==> src/rtl/stop_watch.sv <==
// Stopwatch: one push-button cycles IDLE -> CLEAR -> RUNNING -> IDLE; time_o counts every CLK_DIV clocks while RUNNING.
// Build option: define STOP_WATCH_SATURATE_EN to hold time_o at 31 instead of wrapping modulo 32.
module stop_watch #(
  parameter int CLK_DIV = 10
) (
  input  logic       clk,
  input  logic       nRst_i,
  input  logic       button_i,
  output logic [2:0] mode_o,
  output logic [4:0] time_o
);

  typedef enum logic [2:0] {
    IDLE    = 3'b000,
    CLEAR   = 3'b001,
    RUNNING = 3'b010
  } mode_t;

  localparam logic [9:0] DIV_LAST = 10'(CLK_DIV - 1);

  logic       sync_meta;
  logic       sync_out;
  logic       sync_prev;
  logic       press;
  mode_t      mode;
  logic [9:0] presc;
  logic [4:0] count;

  // Button synchronizer plus one extra flop for rising-edge detection
  always_ff @(posedge clk or posedge nRst_i) begin
    if (nRst_i) begin
      sync_meta <= 1'b0;
      sync_out  <= 1'b0;
      sync_prev <= 1'b0;
    end else begin
      sync_meta <= button_i;
      sync_out  <= sync_meta;
      sync_prev <= sync_out;
    end
  end

  assign press = sync_out & ~sync_prev;

  function automatic logic [4:0] bump(input logic [4:0] t);
`ifdef STOP_WATCH_SATURATE_EN
    return (t == 5'd31) ? t : t + 5'd1;
`else
    return t + 5'd1;
`endif
  endfunction

  // Mode and counters; a due increment still uses the current mode when a press lands on the same edge
  always_ff @(posedge clk or posedge nRst_i) begin
    if (nRst_i) begin
      mode  <= IDLE;
      presc <= '0;
      count <= '0;
    end else begin
      case (mode)
        IDLE: begin
          if (press) begin
            mode  <= CLEAR;
            presc <= '0;
            count <= '0;
          end
        end
        CLEAR: begin
          presc <= '0;
          count <= '0;
          if (press) mode <= RUNNING;
        end
        RUNNING: begin
          if (presc == DIV_LAST) begin
            presc <= '0;
            count <= bump(count);
          end else begin
            presc <= presc + 10'd1;
          end
          if (press) mode <= IDLE;
        end
        default: begin
          mode  <= IDLE;
          presc <= '0;
          count <= '0;
        end
      endcase
    end
  end

  assign mode_o = mode;
  assign time_o = count;

endmodule

==> config.mk <==
export PLATFORM = sky130hd
export DESIGN_NAME = stop_watch
export DESIGN_NICKNAME = d
export VERILOG_FILES = /design/src/rtl/stop_watch.sv
export SDC_FILE = /design/constraint.sdc
export NUM_CORES = 1
export LEC_CHECK = 0
export ABC_AREA = 1
export BUFFER_PORTS_ARGS = -buffer_cell sky130_fd_sc_hd__buf_2
export CELL_PAD_IN_SITES_DETAIL_PLACEMENT = 1
export CELL_PAD_IN_SITES_GLOBAL_PLACEMENT = 2
export CORE_UTILIZATION = 33
export CTS_CLUSTER_DIAMETER = 150
export DETAILED_ROUTE_END_ITERATION = 12
export PLACE_DENSITY_LB_ADDON = 0.1
export SLEW_MARGIN = 5
export SYNTH_ARGS = -nofsm -noshare
export SYNTH_HDL_FRONTEND = slang
export SYNTH_SLANG_ARGS = --single-unit
==> constraint.sdc <==
create_clock -name clk -period 1.5 [get_ports clk]
set_input_delay 0.225 -clock clk [delete_from_list [all_inputs] [get_ports clk]]
set_output_delay 0.225 -clock clk [all_outputs]
set_load 0.02 [all_outputs]
==> results of run 1 <==
[how the worst max path moves through the flow]
stage                     slack (ps)                    end             startpoint
after floorplan                  260  time_o[2]$_DFFE_PP0P_  mode_o[0]$_DFFE_PP0P_
after global placement           190  time_o[0]$_DFFE_PP0P_   presc[1]$_DFFE_PP0P_
after detailed placement         170  time_o[0]$_DFFE_PP0P_   presc[1]$_DFFE_PP0P_
after CTS                        140  time_o[0]$_DFFE_PP0P_   presc[1]$_DFFE_PP0P_
after global routing              40   presc[5]$_DFFE_PP0P_   presc[0]$_DFFE_PP0P_
final                            170  time_o[0]$_DFFE_PP0P_   presc[1]$_DFFE_PP0P_
[report_power, final]
part	leakage [uW]	internal [uW]	switching, uW
Sequential	0.000269	584	48.7
Combinational	0.000387	135	278
Clock	0.0000210	148	178
[area by class of cell]
| cell class | count | area share, % |
|---|---|---|
| multi-input combinational | 111 | 41.6 |
| sequential | 20 | 37.9 |
| timing repair buffer | 15 | 7.20 |
| inverter | 22 | 6.25 |
| tap | 46 | 4.36 |
| clock buffer | 4 | 2.75 |
[what timing repair did]
action                                 4_1_cts  5_1_grt
resized for setup                            0        0
endpoints found under the hold margin       20        1
hold buffers                                 1        1
[routing by layer]
layer  part of all wire (%)  vias to the layer above  track usage, %  wire, um
li1                       -                      519               -         -
met1                     46                      494            20.3      1270
met2                     51                        9            30.3      1400
met3                    1.8                        4            2.73        51
met4                    1.1                        0            4.44        31
met5                      0                        -               0         0
[flip-flops by register name, indices dropped and copies added, names as in the netlist]
register / cells
sync_prev: 1
sync_meta: 1
mode_o: 2
sync_out: 1
time_o: 5
presc: 10
[logic make-up (layout without fill, tap and decap cells)]
family | Yosys count | count (layout) | synth area share (%)
adder cells (fa/ha/maj) | 3 | 3 | 3.23
AO/OA/AOI/OAI | 9 | 9 | 4.20
XOR/XNOR | 3 | 3 | 2.26
other | 1 | 1 | 0.323
buffers and inverters | 25 | 41 | 9.69
AND/OR/NAND/NOR | 95 | 95 | 37.2
flip-flops | 20 | 20 | 43.1
[per-stage QoR]
step           utilization (%)  power, uW
5_1_grt                   39.3       1460
4_1_cts                   39.0       1400
2_1_floorplan                -        933
6_report                  39.3       1370
3_5_place_dp              37.6       1070
3_3_place_gp              37.6       1050
[cells in the final DEF, fill, tap and decap left out]
cell type                        n
sky130_fd_sc_hd__buf_2           9
sky130_fd_sc_hd__inv_1          21
sky130_fd_sc_hd__nand2_1        48
sky130_fd_sc_hd__ha_1            3
sky130_fd_sc_hd__o21a_1          1
sky130_fd_sc_hd__xor2_1          2
sky130_fd_sc_hd__nor3_1          1
sky130_fd_sc_hd__dlygate4sd3_1   2
sky130_fd_sc_hd__clkbuf_4        3
sky130_fd_sc_hd__buf_4           4
sky130_fd_sc_hd__nor2_4          3
sky130_fd_sc_hd__clkbuf_8        1
sky130_fd_sc_hd__nand2_2         1
sky130_fd_sc_hd__nand3_1        18
sky130_fd_sc_hd__nand4_1         5
sky130_fd_sc_hd__nand2_4         2
sky130_fd_sc_hd__o22ai_1         1
sky130_fd_sc_hd__inv_2           1
sky130_fd_sc_hd__o21ai_0         7
sky130_fd_sc_hd__dfrtp_1        20
sky130_fd_sc_hd__xnor2_1         1
sky130_fd_sc_hd__nor2_1         17
sky130_fd_sc_hd__conb_1          1
[Yosys cell counts]
library cell,count,area (um2)
sky130_fd_sc_hd__buf_4,1,7.51
sky130_fd_sc_hd__buf_6,2,22.5
sky130_fd_sc_hd__conb_1,1,3.75
sky130_fd_sc_hd__dfrtp_1,20,500
sky130_fd_sc_hd__ha_1,3,37.5
sky130_fd_sc_hd__inv_1,21,78.8
sky130_fd_sc_hd__inv_2,1,3.75
sky130_fd_sc_hd__nand2_1,48,180
sky130_fd_sc_hd__nand2_2,1,6.26
sky130_fd_sc_hd__nand2_4,2,22.5
sky130_fd_sc_hd__nand3_1,18,90.1
sky130_fd_sc_hd__nand4_1,5,31.3
sky130_fd_sc_hd__nor2_1,17,63.8
sky130_fd_sc_hd__nor2_4,3,33.8
sky130_fd_sc_hd__nor3_1,1,5.00
sky130_fd_sc_hd__o21a_1,1,7.51
sky130_fd_sc_hd__o21ai_0,7,35.0
sky130_fd_sc_hd__o22ai_1,1,6.26
sky130_fd_sc_hd__xnor2_1,1,8.76
sky130_fd_sc_hd__xor2_1,2,17.5
[worst max-delay path: stages (launching register included)]
cell	delay, ps
sky130_fd_sc_hd__dfrtp_1	420
sky130_fd_sc_hd__inv_1	80
sky130_fd_sc_hd__ha_1	180
sky130_fd_sc_hd__nand2_1	60
sky130_fd_sc_hd__nor2_1	80
sky130_fd_sc_hd__nand2_1	90
sky130_fd_sc_hd__nand2_4	110
sky130_fd_sc_hd__nand2_4	80
sky130_fd_sc_hd__nand2_1	80
sky130_fd_sc_hd__nand2_1	50
==> results, run 1 <==
- The run finished with clean final reports.
- STA classifies the critical path startpoint as a flip-flop.
- Synthesis produced a netlist whose cell count is ~160.
- After synthesis, the netlist uses 20 different library cells.
- The HPWL after detailed placement is approximately 2.1 mm.
- Along the worst hold path, the cell count comes to 0.
- The timing-limited maximum frequency is ~750 MHz.
- The final global-route overflow total is 0.
- Setup repair after global routing left no endpoint under its margin.
- Data on the critical path is required at its endpoint by 1710 ps.
- The number of global-route vias before repair is 1037.
- The worst reg2reg path depth is 9.
- In this run the number of H-tree levels came out at 1.
- The endpoint of the most critical register-to-register path is time_o[0]$_DFFE_PP0P_.
- In this run the critical register-to-register path is launched from presc[1]$_DFFE_PP0P_.
- The initial antenna violation count is 0.
- Compared with the post-synthesis result, the final layout area differs by 13.7%.
- Entering global routing, the biggest net connects 21 pins.
- The maximum VDD drop is 493 uV.
- Post-CTS timing repair inserted 0 buffers for setup.
- Global routing used 16.6% of the available tracks.
- The floorplan die height is a little over 60 um.
- The share of final-layout standard cells stronger than drive strength 1 is 14.0%.
- The worst register-to-register path has a setup slack of ~170 ps.
- The clock tree root buffer cell is sky130_fd_sc_hd__clkbuf_4.
- The count of nets left with antenna violations after detail routing is 0.
- Counting flops and latches in the post-synthesis netlist gives 20.
- The final number of hold-violating endpoints came to 0.
- The die outline area is 0.00376 mm2.
- In this run, CTS created clock tree buffers numbering 3.
- The warning count from the yosys run is 0.
- The TritonCTS clock tree is yes.
- The number of nets in the synthesized netlist is 162.
- The die is around 61 um wide.
- Each instance of the synthesized netlist takes up on average between 7 and 8 um2.
- The critical-path maximum fanout is 8.
- The classification of the worst-slack hold path is reg2reg.
- Power spread over the standard cell area amounts to 1040 mW/mm2.
- Counting I/O delays and the setup requirement, the final critical path takes 1330 ps.
- The post-layout worst setup margin is 165 ps.
- The startpoint of the lowest-slack hold path is sync_meta$_DFF_PP0_.
- The count of maximum capacitance violations is 0.
- At the end of the flow, the number of nets in the layout was 179.
- In the final layout, flip-flops and latches occupy 500 um2.
- For this block, the initial DRC count from the detailed router was 33.
- The cell area that synthesis handed to floorplanning was approximately 0.0012 mm2.
- In this run the core area contains 21 standard-cell rows.
- The area of the core is 0.00336 mm2.
- The clock drives 20 sinks.
- The number of pins with negative max-slew slack in the final report is 0.
- The layout has 456 filler cells.
- The number of detailed-route iterations in the first pass is 4.
- The hold path endpoint is sync_out$_DFF_PP0_.
- The clock reaches the later pin of the worst-skew pair after 300 ps.
- After clock tree synthesis, the clock-pin slew on the worst setup and hold paths is 130 ps.
- The design area is between 0.001 and 0.0015 mm2.
- The final cycle utilization of the critical path is 89.0%.
- Detailed routing inserted a total of roughly 1000 vias.
- Using the TritonRoute via totals, the vias-per-cell ratio works out to 4.71.
- The average detailed-routed wire length per instance is 12.7 um.
- The sequential area share after synthesis is 43.1%.
- Summing all placed instances gives a cell area of 0.00126 mm2.
- STA puts the critical path data arrival time at 1540 ps.
- The starting density of the core is 34.6%.
- In this run the tool buffered the top-level ports with 9 buffer cells.
- The longest clock path from root to sink contains 2 buffers.
- The count of inserted antenna diode cells is 0.
- The final clock skew is 9.34 ps.
- At the end of routability-driven placement, the weighted congestion stood at around 0.75.
- In the final layout, the multi-input gates occupy 549 um2.
- Counting tap cells, the placed design contains a total of 212 instances.
- The tightest hold path in the finished design has a slack of 381 ps.
- The summed negative setup slack over all endpoints is 0 ps.
- The critical path start-end classification is reg2reg.
- The global-route wire length before repair is 4.60 mm.
- OpenSTA, run right after detailed placement, puts the worst setup slack at 166 ps.
- The count of pins on the block boundary is 11.
- The kind of end point of the critical path is a flip-flop.
- The number of design rule violations left after detail routing is 0.
- The analysis attributes to cell leakage a power of 0.000677 uW.
- The number of cells in the finished layout apart from fillers is 218.
- The wire length reported by the detailed router is 2.76 mm.
- Setup violations remaining at the end of the flow were counted as 0.
Power figures use the tool's default switching activity.
==> run 2: changes to the inputs <==
- PLACE_DENSITY_LB_ADDON: 0.1 -> 0.12
==> results, run 2 (synthesized netlist as in run 1, its figures left out) <==
- The final cycle utilization of the critical path came to 87.4% (-1.6 points).
- The kind of cell with the highest combined delay along the critical path is simple AND/OR/NAND/NOR gates.
- The timing-limited maximum frequency is 763 MHz (+1.9%).
- The largest net degree at the start of global routing was 21 (unchanged).
- The count of buffers from port buffering is 9 (unchanged).
- The horizontal die dimension was 61.4 um (unchanged).
- The min-delay analysis places its worst path in the category reg2reg.
- The total vias in the final route was 1015 (-1.1%).
- The synthesis-to-finish area growth came to 13.7% (unchanged).
- The placed cell count is 212 (unchanged).
- The number of detailed-route iterations in the first pass is 4 (unchanged).
- The count of pins on the block boundary is 11 (unchanged).
- The most common library cell in the layout ignoring fill and taps is sky130_fd_sc_hd__nand2_1.
- The setup violation total in the final timing report is 0 (unchanged).
- The register area came to 500 um2 (unchanged).
- The leakage power total is 0.000677 uW (unchanged).
- The number of cells in the finished layout apart from fillers is 218 (unchanged).
- The clock tree buffer depth is 2 (unchanged).
- The clock network fraction of design power is 23.8% (about the same).
- The number of pins with negative max-slew slack in the final report is 0 (unchanged).
- The count of maximum capacitance violations is 0 (unchanged).
- The worst-case setup slack after placement is 180 ps (+14.7 ps).
- The combinational share of power is 30.4% (+0.3 points).
- The area taken by multi-input logic gates came to 549 um2 (unchanged).
- The number of design rule violations left after detail routing is 0 (unchanged).
- The area of the core is 0.00336 mm2 (unchanged).
- The total power divided by cell area is 1040 mW/mm2 (+0.45%).
- The number of flip-flops in the largest register is 10 (unchanged).
- The CTS buffer count is 3 (unchanged).
- The global-route wire length before repair is 4.63 mm (+0.59%).
- The signal on the critical path passes through inv_1, ha_1, nand2_1, nor2_1, nand2_1, nand2_4, nand2_4, nand2_1, nand2_1.
- The final clock skew is 8.40 ps (-0.937 ps).
- The worst flop-to-flop path startpoint is presc[1]$_DFFE_PP0P_.
- The design area is 0.00132 mm2 (unchanged).
- The count of inserted antenna diode cells is 0 (unchanged).
- The average detailed-routed wire length per instance is 12.6 um (-0.76%).
- The worst reg2reg path depth is 9 (unchanged).
- The total number of H-tree levels is 1 (unchanged).
- The summed negative setup slack over all endpoints is 0 ps (unchanged).
- The count of nets after finishing is 179 (unchanged).
- For hold timing, the worst endpoint is sync_out$_DFF_PP0_.
- The root buffer cell chosen for the clock tree is sky130_fd_sc_hd__clkbuf_4.
- The final estimated routing congestion in global placement is 0.794 (+5.2%).
- The share of final-layout standard cells stronger than drive strength 1 came to 14.0% (unchanged).
- The delay contributed by the slowest stage of the critical path is 420 ps (about the same).
- The maximum VDD drop is 509 uV (+3.2%).
- The worst setup path is launched from a flip-flop.
- The net switching power of the design came to 509 uW (+0.96%).
- The critical-path cell with the highest stage delay is sky130_fd_sc_hd__dfrtp_1.
- The net switching fraction of the power is 37.0% (+0.19 points).
- The initial antenna violation count came to 0 (unchanged).
- The number of global-route vias before repair came to 1040 (+0.29%).
- The post-layout total power was 1380 uW (+0.45%).
- The data arrival time of the critical path is 1520 ps (-20 ps).
- Setup repair after global routing left no endpoint under its margin.
- In the layout the commonest cells are sky130_fd_sc_hd__nand2_1 (48), sky130_fd_sc_hd__inv_1 (21), sky130_fd_sc_hd__dfrtp_1 (20).
- The buffers plus inverters on the worst setup path is 1 (unchanged).
- The worst hold path cell count is 0 (unchanged).
- The sequential share of power is 45.8% (-0.4 points).
- The kind of end point of the critical path is a flip-flop.
- The register name with the most flops is presc.
- The critical-path maximum fanout is 8 (unchanged).
- The internal power component is 868 uW (+0.15%).
- The required time reported for the critical path endpoint came to 1710 ps (about the same).
- The die outline area was 0.00376 mm2 (unchanged).
- The startpoint of the lowest-slack hold path is sync_meta$_DFF_PP0_.
- The clock-pin slew of the registers on the worst-case setup and hold paths is 130 ps (about the same).
- The setup slack on the worst flop-to-flop path came to 190 ps (+20 ps).
- The floorplan die height is 61.4 um (unchanged).
- The final global-route overflow total came to 0 (unchanged).
- The cell row count came to 21 (unchanged).
- The starting density of the core is 34.6% (unchanged).
- The total of fill cells in the finished design is 461 (+1.1%).
- The mean number of vias per cell came to 4.66 (-1.1%).
- The count of clock tree sinks is 20 (unchanged).
- The flow ran to the end, and the final reports show no timing, DRC or antenna violations.
- The post-placement cell area is 0.00126 mm2 (unchanged).
- The minimum clock period is 1310 ps (-24.4 ps).
- The count of nets left with antenna violations after detail routing is 0 (unchanged).
- The DRC violation total after the first TritonRoute iteration came to 46 (+39%).
- The TritonCTS clock tree is yes.
- The endpoint of the most critical register-to-register path is time_o[1]$_DFFE_PP0P_.
- The most used cell along the critical path is sky130_fd_sc_hd__nand2_1.
- The final number of hold-violating endpoints was 0 (unchanged).
- The wire length reported by the detailed router came to 2.74 mm (-0.76%).
- The critical path start-end classification is reg2reg.
- The half-perimeter wire length after placement is 2.06 mm (-3.9%).
- The post-layout worst setup margin is 190 ps (+24.4 ps).
- The combined global-route utilization of all metal layers was 17.1% (+0.51 points).
- The clock latency at the later pin of the worst-skew pair is 310 ps (about the same).
==> run 2: worst max-delay path by stage <==
stage,from,end,slack [ps],cells past startpoint
final,presc[1]$_DFFE_PP0P_,time_o[1]$_DFFE_PP0P_,190,9
after global routing,presc[1]$_DFFE_PP0P_,time_o[0]$_DFFE_PP0P_,60,9
after CTS,presc[1]$_DFFE_PP0P_,time_o[0]$_DFFE_PP0P_,160,9
after detailed placement,presc[1]$_DFFE_PP0P_,time_o[0]$_DFFE_PP0P_,180,9
after global placement,presc[1]$_DFFE_PP0P_,time_o[0]$_DFFE_PP0P_,190,9
after floorplan,mode_o[0]$_DFFE_PP0P_,time_o[2]$_DFFE_PP0P_,260,7
==> run 2: power by group through the flow <==
stage | registers (uW) | logic [uW] | clock network (uW)
finish | 631 | 418 | 328
global route | 640 | 469 | 360
CTS | 633 | 427 | 346
detailed placement | 643 | 423 | 0
global placement | 640 | 412 | 0
floorplan | 672 | 261 | 0
==> run 2: what timing repair did <==
action | in CTS | in global routing
hold endpoints to repair | 21 | 0
resized for setup | 0 | 0
endpoints found under the setup margin | 0 | 0
hold buffers | 2 | 0
setup buffers | 0 | 0
==> run 2: per-layer routing <==
layer	global-route usage, %	vias up	wire length [um]
li1	-	518	-
met4	9.21	0	43
met3	2.52	4	66
met2	28.0	18	1320
met1	22.0	475	1310
met5	0	-	0
==> run 2: cell type report <==
| cell class | count | share of cell area, % |
|---|---|---|
| flip-flops and latches | 20 | 37.9 |
| inverters | 22 | 6.25 |
| repair buffers | 15 | 7.20 |
| clock buffers | 4 | 2.75 |
| well taps | 46 | 4.36 |
| multi-input cells | 111 | 41.6 |
==> run 2: per-stage QoR <==
step                util (%)  hold slack, ps
finish                  39.3             375
global route            39.3             389
CTS                     39.3             379
detailed placement      37.6             277
global placement        37.6             268
floorplan                  -             189
